[src/rtl/led_show_pkg.sv]
// Shared types, constants and pattern helpers for the LED show sequencer.
package led_show_pkg;

    typedef enum logic [1:0] {
        ModeScan  = 2'd0,
        ModeFill  = 2'd1,
        ModeBlink = 2'd2
    } mode_e;

    typedef enum logic [1:0] {
        StIdle = 2'd0,
        StRun  = 2'd1,
        StHold = 2'd2
    } state_e;

    localparam logic [7:0] ScanInit  = 8'h01;
    localparam logic [7:0] FillInit  = 8'h00;
    localparam logic [7:0] BlinkInit = 8'h55;
    localparam logic [7:0] BlinkAlt  = 8'hAA;

    localparam int unsigned ScanPeriod = 14;
    localparam int unsigned FillPeriod = 16;

    // Pattern register plus direction bit (0 = growing/left, 1 = shrinking/right).
    typedef struct packed {
        logic [7:0] pat;
        logic       dir;
    } pat_t;

    function automatic mode_e next_mode(mode_e m);
        case (m)
            ModeScan: return ModeFill;
            ModeFill: return ModeBlink;
            default:  return ModeScan;
        endcase
    endfunction

    function automatic logic [7:0] init_value(mode_e m);
        case (m)
            ModeScan: return ScanInit;
            ModeFill: return FillInit;
            default:  return BlinkInit;
        endcase
    endfunction

    // One pattern step; direction flips on the step that lands on an end value.
    function automatic pat_t step_pattern(mode_e m, pat_t cur);
        pat_t nxt;
        nxt = cur;
        case (m)
            ModeScan: begin
                nxt.pat = cur.dir ? (cur.pat >> 1) : (cur.pat << 1);
                if (nxt.pat == 8'h80 || nxt.pat == 8'h01) nxt.dir = ~cur.dir;
            end
            ModeFill: begin
                nxt.pat = cur.dir ? (cur.pat >> 1) : {cur.pat[6:0], 1'b1};
                if (nxt.pat == 8'hFF || nxt.pat == 8'h00) nxt.dir = ~cur.dir;
            end
            default: begin
                nxt.pat = (cur.pat == BlinkInit) ? BlinkAlt : BlinkInit;
            end
        endcase
        return nxt;
    endfunction

endpackage

[src/rtl/led_show_if.sv]
// Command/status bundle between the panel button logic and the LED sequencer.
interface led_show_if;
    import led_show_pkg::*;

    logic       start;
    logic       stop;
    logic       next;
    logic       hold;
    logic       auto;
    logic [1:0] spd;
    logic [7:0] led;
    mode_e      mode;
    logic       running;
    logic       step_tick;

    modport master (
        output start, stop, next, hold, auto, spd,
        input  led, mode, running, step_tick
    );

    modport slave (
        input  start, stop, next, hold, auto, spd,
        output led, mode, running, step_tick
    );

endinterface

[src/rtl/led_step_timer.sv]
// Step-rate divider: period BASE_DIV >> spd, spd latched only at wrap or restart.
module led_step_timer #(
    parameter int unsigned BASE_DIV = 2_000_000
) (
    input  logic       clk,
    input  logic       rst,
    input  logic [1:0] spd,
    input  logic       en,       // counts only while high (hold freezes it)
    input  logic       restart,  // pattern entry from a command
    output logic       wrap
);
    localparam int unsigned W = $clog2(BASE_DIV);

    logic [W-1:0] cnt_q, cnt_d;
    logic [W-1:0] lim_q, lim_d;
    logic [W-1:0] lim_sel;

    assign lim_sel = W'((BASE_DIV >> spd) - 1);
    assign wrap    = en && (cnt_q >= lim_q);

    // Next count and latched period limit.
    always_comb begin
        cnt_d = cnt_q;
        lim_d = lim_q;
        if (restart) begin
            // The command cycle itself is the first cycle of the new period.
            cnt_d = W'(1);
            lim_d = lim_sel;
        end else if (wrap) begin
            cnt_d = '0;
            lim_d = lim_sel;
        end else if (en) begin
            cnt_d = cnt_q + W'(1);
        end
    end

    // Divider state register.
    always_ff @(posedge clk) begin
        if (rst) begin
            cnt_q <= '0;
            lim_q <= W'(BASE_DIV - 1);
        end else begin
            cnt_q <= cnt_d;
            lim_q <= lim_d;
        end
    end

endmodule

[src/rtl/led_show_controller.sv]
// LED front-panel sequencer: SCAN / FILL / BLINK patterns with start/stop/next/hold.
// Optional build macro LED_SHOW_TRAIL_EN adds a 25% duty trail behind the SCAN head.
module led_show_controller
    import led_show_pkg::*;
#(
    parameter int unsigned BASE_DIV       = 2_000_000,
    parameter int unsigned STEPS_PER_MODE = 28
) (
    input logic       clk,
    input logic       rst,
    led_show_if.slave bus
);
    state_e     state_q, state_d;
    mode_e      mode_q, mode_d;
    pat_t       pat_q, pat_d;
    logic [7:0] steps_q, steps_d;
    logic       tick_q, tick_d;
    logic       enter;
    logic       en, restart, wrap;

    assign en      = (state_q == StRun) && !bus.hold;
    assign restart = !bus.stop && (bus.start || (bus.next && state_q != StIdle));

    led_step_timer #(
        .BASE_DIV(BASE_DIV)
    ) u_timer (
        .clk    (clk),
        .rst    (rst),
        .spd    (bus.spd),
        .en     (en),
        .restart(restart),
        .wrap   (wrap)
    );

    // Command decode (stop > start > next), stepping and auto-advance.
    always_comb begin
        state_d = state_q;
        mode_d  = mode_q;
        pat_d   = pat_q;
        steps_d = steps_q;
        tick_d  = 1'b0;
        enter   = 1'b0;
        if (bus.stop) begin
            state_d = StIdle;
            pat_d   = '0;
        end else if (bus.start) begin
            state_d = StRun;
            enter   = 1'b1;
        end else if (bus.next) begin
            mode_d = next_mode(mode_q);
            enter  = (state_q != StIdle);
        end else begin
            unique case (state_q)
                StRun: begin
                    if (bus.hold) begin
                        state_d = StHold;
                    end else if (wrap) begin
                        tick_d = 1'b1;
                        if (bus.auto && steps_q >= 8'(STEPS_PER_MODE)) begin
                            mode_d = next_mode(mode_q);
                            enter  = 1'b1;
                        end else begin
                            pat_d = step_pattern(mode_q, pat_q);
                            if (steps_q != 8'hFF) steps_d = steps_q + 8'd1;
                        end
                    end
                end
                StHold: begin
                    if (!bus.hold) state_d = StRun;
                end
                default: ;
            endcase
        end
        if (enter) begin
            pat_d.pat = init_value(mode_d);
            pat_d.dir = 1'b0;
            steps_d   = '0;
        end
    end

    // Sequencer state registers.
    always_ff @(posedge clk) begin
        if (rst) begin
            state_q <= StIdle;
            mode_q  <= ModeScan;
            pat_q   <= '0;
            steps_q <= '0;
            tick_q  <= 1'b0;
        end else begin
            state_q <= state_d;
            mode_q  <= mode_d;
            pat_q   <= pat_d;
            steps_q <= steps_d;
            tick_q  <= tick_d;
        end
    end

`ifdef LED_SHOW_TRAIL_EN
    logic [1:0] pwm_q, pwm_d;
    logic [7:0] trail_q, trail_d;
    logic [7:0] led_q;
    logic       stepped;

    assign stepped = tick_d && !enter;
    assign pwm_d   = pwm_q + 2'd1;

    // Previous SCAN head; forgotten on pattern entry and stop.
    always_comb begin
        trail_d = trail_q;
        if (bus.stop || enter) begin
            trail_d = '0;
        end else if (stepped && mode_q == ModeScan) begin
            trail_d = pat_q.pat;
        end
    end

    // PWM counter, trail register and registered LED drive.
    always_ff @(posedge clk) begin
        if (rst) begin
            pwm_q   <= '0;
            trail_q <= '0;
            led_q   <= '0;
        end else begin
            pwm_q   <= pwm_d;
            trail_q <= trail_d;
            led_q   <= pat_d.pat |
                       ((mode_d == ModeScan && pwm_d == 2'd0) ? trail_d : 8'h00);
        end
    end

    assign bus.led = led_q;
`else
    assign bus.led = pat_q.pat;
`endif

    assign bus.mode      = mode_q;
    assign bus.running   = (state_q != StIdle);
    assign bus.step_tick = tick_q;

endmodule

[src/flat_wrapper.sv]
// flat-port wrapper written by rule: the top's interface ports become plain ports
module led_show_controller_flat import led_show_pkg::*;
#(
    parameter int unsigned BASE_DIV       = 2_000_000,
    parameter int unsigned STEPS_PER_MODE = 28
)
  (clk, rst, bus_start, bus_stop, bus_next, bus_hold, bus_auto, bus_spd, bus_led, bus_mode, bus_running, bus_step_tick);
  led_show_if bus_i ();
  input logic clk;
  input logic rst;
  input wire logic [$bits(bus_i.start)-1:0] bus_start;
  input wire logic [$bits(bus_i.stop)-1:0] bus_stop;
  input wire logic [$bits(bus_i.next)-1:0] bus_next;
  input wire logic [$bits(bus_i.hold)-1:0] bus_hold;
  input wire logic [$bits(bus_i.auto)-1:0] bus_auto;
  input wire logic [$bits(bus_i.spd)-1:0] bus_spd;
  output wire logic [$bits(bus_i.led)-1:0] bus_led;
  output wire logic [$bits(bus_i.mode)-1:0] bus_mode;
  output wire logic [$bits(bus_i.running)-1:0] bus_running;
  output wire logic [$bits(bus_i.step_tick)-1:0] bus_step_tick;
  assign bus_i.start = bus_start;
  assign bus_i.stop = bus_stop;
  assign bus_i.next = bus_next;
  assign bus_i.hold = bus_hold;
  assign bus_i.auto = bus_auto;
  assign bus_i.spd = bus_spd;
  assign bus_led = bus_i.led;
  assign bus_mode = bus_i.mode;
  assign bus_running = bus_i.running;
  assign bus_step_tick = bus_i.step_tick;
  led_show_controller #(.BASE_DIV(BASE_DIV), .STEPS_PER_MODE(STEPS_PER_MODE)) u_core (.clk(clk), .rst(rst), .bus(bus_i));
endmodule
[config.mk]
export PLATFORM = sky130hd
export DESIGN_NAME = led_show_controller_flat
export DESIGN_NICKNAME = d
export VERILOG_FILES = /design/src/rtl/led_show_pkg.sv /design/src/rtl/led_show_if.sv /design/src/rtl/led_step_timer.sv /design/src/rtl/led_show_controller.sv /design/src/flat_wrapper.sv
export SDC_FILE = /design/constraint.sdc
export NUM_CORES = 1
export LEC_CHECK = 0
export CAP_MARGIN = 20
export CORE_MARGIN = 3
export CORE_UTILIZATION = 25
export CTS_CLUSTER_DIAMETER = 100
export DETAILED_ROUTE_END_ITERATION = 10
export SLEW_MARGIN = 20
export SYNTH_ARGS = -nofsm -noshare
export SYNTH_HDL_FRONTEND = slang
export SYNTH_SLANG_ARGS = --single-unit
[constraint.sdc]
create_clock -name clk -period 2.1 [get_ports clk]
set_input_delay 0.525 -clock clk [delete_from_list [all_inputs] [get_ports clk]]
set_output_delay 0.525 -clock clk [all_outputs]
set_load 0.01 [all_outputs]
* Word level (Yosys, flattened, before mapping)
Cells that the tools add are included.
** Word-level totals
- Word-level logic and storage cells :: 117
- Register bits :: 64
- Output and inout bits :: 12
- Bits of input ports :: 9
** Cells by class
- Bitwise gates (word level) :: 7
- Reductions and logical operators :: 32
- Shifts and indexed selects :: 1
- Equality and inequality tests :: 20
- Add/subtract/negate cells :: 3
- Muxes and demuxes :: 42
- Magnitude comparators :: 2
** Operators by type and width (count)
- $mux W9 :: 8
- $mux W21 :: 2
- $mux W8 :: 3
- $add A21 B1 Y21 const B :: 1
- $ge A21 B21 Y1 :: 1
- $shr A21 B2 Y21 const A :: 1
- $sub A21 B1 Y21 const B :: 1
- $mux W2 :: 9
- $eq A8 B8 Y1 const B :: 2
- $pmux W8 S2 :: 1
- $mux W1 :: 15
- $pmux W7 S2 :: 1
- $reduce_bool A3 Y1 :: 4
- $ne A3 B2 Y1 const B :: 3
- $reduce_and A9 Y1 :: 1
- $reduce_or A3 Y1 :: 3
- $add A8 B1 Y8 const B :: 1
- $eq A8 B1 Y1 const B :: 1
- $eq A8 B7 Y1 const B :: 1
- $ge A8 B5 Y1 const B :: 1
- $logic_not A8 Y1 :: 1
- $ne A8 B8 Y1 const B :: 1
- $pmux W2 S2 :: 2
- $reduce_and A4 Y1 :: 2
- 17 further kinds :: 41

* Depth between registers and ports, before layout
- Depth after elaboration :: 13
- Gate-level depth with buffers :: 10
- Mapped depth without buffers :: 9

* Hierarchy
Synthesis repeated with hierarchy kept, for this count alone.
** Unflattened totals
- Cell total of the unflattened synthesis :: 430
- Area, all modules :: 3515.9 µm²
** Modules (own cells, without submodules)
- led_step_timer :: cells an instance 232, sequential area each 680.7 µm², instances 1, area an instance 1983.2 µm²
- led_show_controller :: cells an instance 198, sequential area each 440.4 µm², instances 1, area an instance 1532.7 µm²

* Worst setup path before layout
Ideal clock, no wire load.
- Path kind :: flip-flop to flip-flop
- From :: reg u_core.u_timer.lim_q[20]
- To :: reg u_core.steps_q[6]
- Cell stages (with the launch flop) :: 11
- Data arrival time :: 2.101 ns
- Required time :: 1.976 ns
- Path buffers :: 1
- Period minus slack after synthesis :: 2.225 ns
- Setup slack :: -0.125 ns
- Setup time :: 0.124 ns
- Cell sequence :: dfxtp_1 -> inv_1 -> ha_1 -> nand4_2 -> nor4_1 -> a22oi_1 -> a311oi_2 -> buf_6 -> nand3_1 -> xor2_1 -> nor2_2
** Between the ends
- Word-level cells in the longest chain between the ends :: 9
- Elaborated cells on any way between the ends :: 10
- Those cells by class :: order compare: 1; mux: 6; reduce/logical: 3
** Ends and longest elaborated chain
- start, declared :: RTL line led_step_timer.sv:15 : logic [W-1:0] lim_q, lim_d;
- start signal, assigned :: RTL line led_step_timer.sv:41 : lim_q <= W'(BASE_DIV - 1);
- start signal, assigned :: RTL line led_step_timer.sv:44 : lim_q <= lim_d;
- $ge A21 B21 Y1 * :: RTL line led_step_timer.sv:19 : assign wrap = en && (cnt_q >= lim_q);
- $logic_and A1 B1 Y1 * :: RTL line led_step_timer.sv:19
- $mux W1 :: RTL line led_show_controller.sv:57 : end else if (wrap) begin
- $mux W1 :: RTL line led_show_controller.sv:55 : if (bus.hold) begin
- $mux W1 :: RTL line led_show_controller.sv:53 : unique case (state_q)
- $mux W1 :: RTL line led_show_controller.sv:49 : end else if (bus.next) begin
- $mux W1 :: RTL line led_show_controller.sv:46 : end else if (bus.start) begin
- $mux W1 :: RTL line led_show_controller.sv:43 : if (bus.stop) begin
- $reduce_or A2 Y1 (no source line)
- end signal, assigned :: RTL line led_show_controller.sv:93 : steps_q <= steps_d;
- end, declared :: RTL line led_show_controller.sv:16 : logic [7:0] steps_q, steps_d;
Every way passes the cells marked *; elsewhere a longest branch is shown, timed or not.
A chain may end at the register's enable or synchronous reset.

* Final worst setup path
- From :: reg u_core.u_timer.lim_q[12]
- To :: reg u_core.u_timer.lim_q[15]
** Between the ends
- Word-level cells in the longest chain between the ends :: 3
** Ends and longest elaborated chain (RTL line)
- $ge A21 B21 Y1 :: led_step_timer.sv:19
- $logic_and A1 B1 Y1 :: led_step_timer.sv:19
- $reduce_bool A2 Y1 (no source line)
Every way passes these cells.

==> impl_results.md <==
- Outcome: finished with violations
- Failing checks: negative setup slack
- Final setup fails: 41
- Vias in the first global route: 2,801
- Sw Pwr: 0.513 mW
- Largest net degree at the start of global routing: 22
- Max Buffers Root-to-Sink: 2
- Fin nets: 506
- Final period util: 1.11
- Post-Route WL: 8.05 mm
- Layout cells sized above 1: 0.342
- WHS: 484 ps
- Max Slew Vio Count: 0
- Unrepaired setup endpoints after global routing: yes
- IO Count: 21
- Final hold vios: 0
- M1 WL: 3.88 mm
- TritonCTS clock tree: yes
- CP Data Arrival Time: 2500 ps
- PD cells: 501 nW/um^2
- Chip height: 122 um
- Clk sinks: 56
- GPL Wtd Cong: 0.870
- # diodes: 0
- Maximum VDD drop: 0.500 mV
- Wire length per cell: 12.6 um
- Clk pwr share: 0.436
- Fill cells: 1,270
- Yosys warns: 0
- Top-count cell post-synth: nor2_1
- Synth Area in XOR/XNOR: 0.0656
- Worst Max-Slew Pin Slew: 500 ps
- # hold bufs at CTS: 0
- Post-route ant nets: 0
- Chip width: 122 um
- H-tree Lvls: 2
- Worst min path class: flip-flop to flip-flop
- Area Overhead vs Synth: 44.1%
- Port Buf Inserts: 20
- Seq pwr share: 0.453
- Switching share of total power: 0.213
- Final worst slack: -226 ps
- Area fraction of the dominant cell type after synthesis: 0.336
- Post-DP HPWL: 5.62 mm
- Crit path launch type: flip-flop
- CP Class: flip-flop to flip-flop
- Register area: 1140 um^2
- Ranking of synthesized cells by area: dfxtp_1 34%, ha_1 11%, nor2_1 6.5%, mux2i_1 4.5%, xor2_1 4.2%
- Clk root buf: clkbuf_16
- Max cap viols: 0
- Multi-input gate area: 2350 um^2
- Initial antenna violation count: 0
- Pleak: 1.94 nW
- Grt total ovfl: 0
- Post-synth EDFFs: 0
- Initial Utilization: 0.260
- Synth area leader: dfxtp_1
- Post-layout minimum cycle time: 2330 ps
- Row count: 41
- Distinct cells, synth: 59
- Post-synthesis simple-gate area fraction: 0.256
- Internal: 1.90 mW
- Syn nets: 427
- Slew margin rel.: 0.662
- Hold Path Origin: u_core.u_timer.lim_q[19]
- Seq/Total Area, Yosys: 0.336
- Met3 wire len: 216 um
- Iter 0 DRT Violations: 156
- Ys flop type: dfxtp_1
- Mux contribution to synthesized area: 0.0585
- Main combinational cell family by area after synthesis: simple AND/OR/NAND/NOR gates
- DR WL met2: 3.91 mm
- Seq cells post-synth: 56
- Global-route wire length before repair: 13.0 mm
- Compound-Gate Fraction of Synth Area: 0.113
- Vias: 2,914
- Synthesized area per cell: 8.58 um^2
- Fmax: 430 MHz
- Ys async rst share: 0
- Max Used Layer: met4
- Cell area after synthesis: 3340 um^2
- Commonest cells in the netlist: 58 x nor2_1, 56 x dfxtp_1, 29 x ha_1
- Clk_skew: 15.2 ps
- Total Routing Usage GR: 0.107
- CP Capture Type: flip-flop
- Dpl ws: -468 ps
- # DRC: 0
- Reg-to-reg startpoint: u_core.u_timer.lim_q[12]
- Die ar.: 14,800 um^2
- Synth Instances: 389
- Part of the power in combinational logic: 0.111
- CTS Buf Count: 5
- Clock latency on the worst-skew pair: 290 ps
- Adder-Cell Fraction of Synth Area: 0.109
- CP Launch Point: u_core.u_timer.lim_q[12]
- Clock transition at path regs: 70 ps
- Worst EP required: 2280 ps
- Pre-antenna DRT Iters: 4
- CORE AREA: 12,800 um^2
- Via density: 4.55
- Critical path fanouts, max: 6
## per-stage QoR
step | setup TNS (ps) | util | instances | total power, mW | cell area, um^2
3_3_place_gp | -13080 | 0.320 | 618 | 1.33 | 4110
4_1_cts | -5990 | 0.356 | 633 | 2.41 | 4570
3_5_place_dp | -14690 | 0.320 | 618 | 1.33 | 4110
5_1_grt | -11240 | 0.375 | 640 | 2.50 | 4810
6_report | -5200 | 0.375 | 640 | 2.41 | 4810
2_1_floorplan | -64.6 | - | 389 | 1.22 | 3360
## worst max-delay path, stage by stage, from the launching register on
cell	delay, ps
dfxtp_2	340
inv_2	60
ha_1	290
nand4_1	150
nor4_4	290
a22oi_2	100
buf_4	160
nand3_4	140
a21oi_4	100
buf_12	150
buf_12	120
mux2i_1	100
or2_1	200
## cell families after synthesis
| family | Yosys count |
|---|---|
| AOI/OAI and AO/OA | 55 |
| xor gates and xnor gates | 25 |
| and+or+nand+nor | 164 |
| adders and majority gates | 29 |
| DFF | 56 |
| muxes | 19 |
| buffers and inverters | 41 |
## area by class of cell
type | instances | share of cell area
clock buffer | 5 | 0.0260
clock inverter | 2 | 0.0125
inverter | 22 | 0.0182
multi-input combinational | 292 | 0.488
sequential | 56 | 0.236
tap | 172 | 0.0447
timing repair buffer | 91 | 0.174
## flip-flops by register name (all words and copies together), names as in the netlist
| name | count |
|---|---|
| u_core.u_timer.cnt_q | 21 |
| u_core.u_timer.lim_q | 13 |
| u_core.bus.led | 8 |
| u_core.steps_q | 8 |
| u_core.bus.mode | 2 |
| u_core.state_q | 2 |
| u_core.bus.step_tick | 1 |
| u_core.pat_q | 1 |
## cells in the final DEF (no fill, tap or decap), types with 5 or more instances in the layout
master	count
and3_1	6
inv_1	14
nor2_1	58
nand4_1	12
dfxtp_1	43
ha_4	12
nor2_2	5
dfxtp_2	13
nand2_1	24
o21ai_1	7
a21oi_1	18
inv_2	6
ha_1	17
clkdlybuf4s50_1	19
nand3_1	8
buf_4	60
buf_12	5
clkbuf_16	6
mux2i_1	13
xor2_1	15
nand2b_1	8
xnor2_1	8
## routing by layer
metal  vias up  track usage
met4         0       0.0210
met3         4       0.0190
met2        41        0.184
met5         -            0
met1      1385        0.140
li1       1484            -
## what timing repair did
item	4_1_cts	5_1_grt
pin swaps	24	18
setup buffers	7	6
resized for setup	45	33
cloned	1	1
endpoints found under the setup margin	52	53
## path summary, 6_finish.rpt
check,slack (ps),depth (start not counted),end
worst max-delay path,-230,12,u_core.u_timer.lim_q[15]
worst min-delay path,480,2,u_core.u_timer.lim_q[19]
worst max register to register,-230,12,u_core.u_timer.lim_q[15]
worst min register to register,480,2,u_core.u_timer.lim_q[19]
## power by group through the flow
| stage | Clock [mW] | Sequential (mW) | Combinational (mW) |
|---|---|---|---|
| detailed placement | 0 | 1.11 | 0.218 |
| global placement | 0 | 1.11 | 0.213 |
| finish | 1.05 | 1.09 | 0.267 |
| global route | 1.11 | 1.09 | 0.291 |
| CTS | 1.08 | 1.09 | 0.240 |
| floorplan | 0 | 1.11 | 0.114 |
No activity file was read; power rests on OpenSTA's default activity.
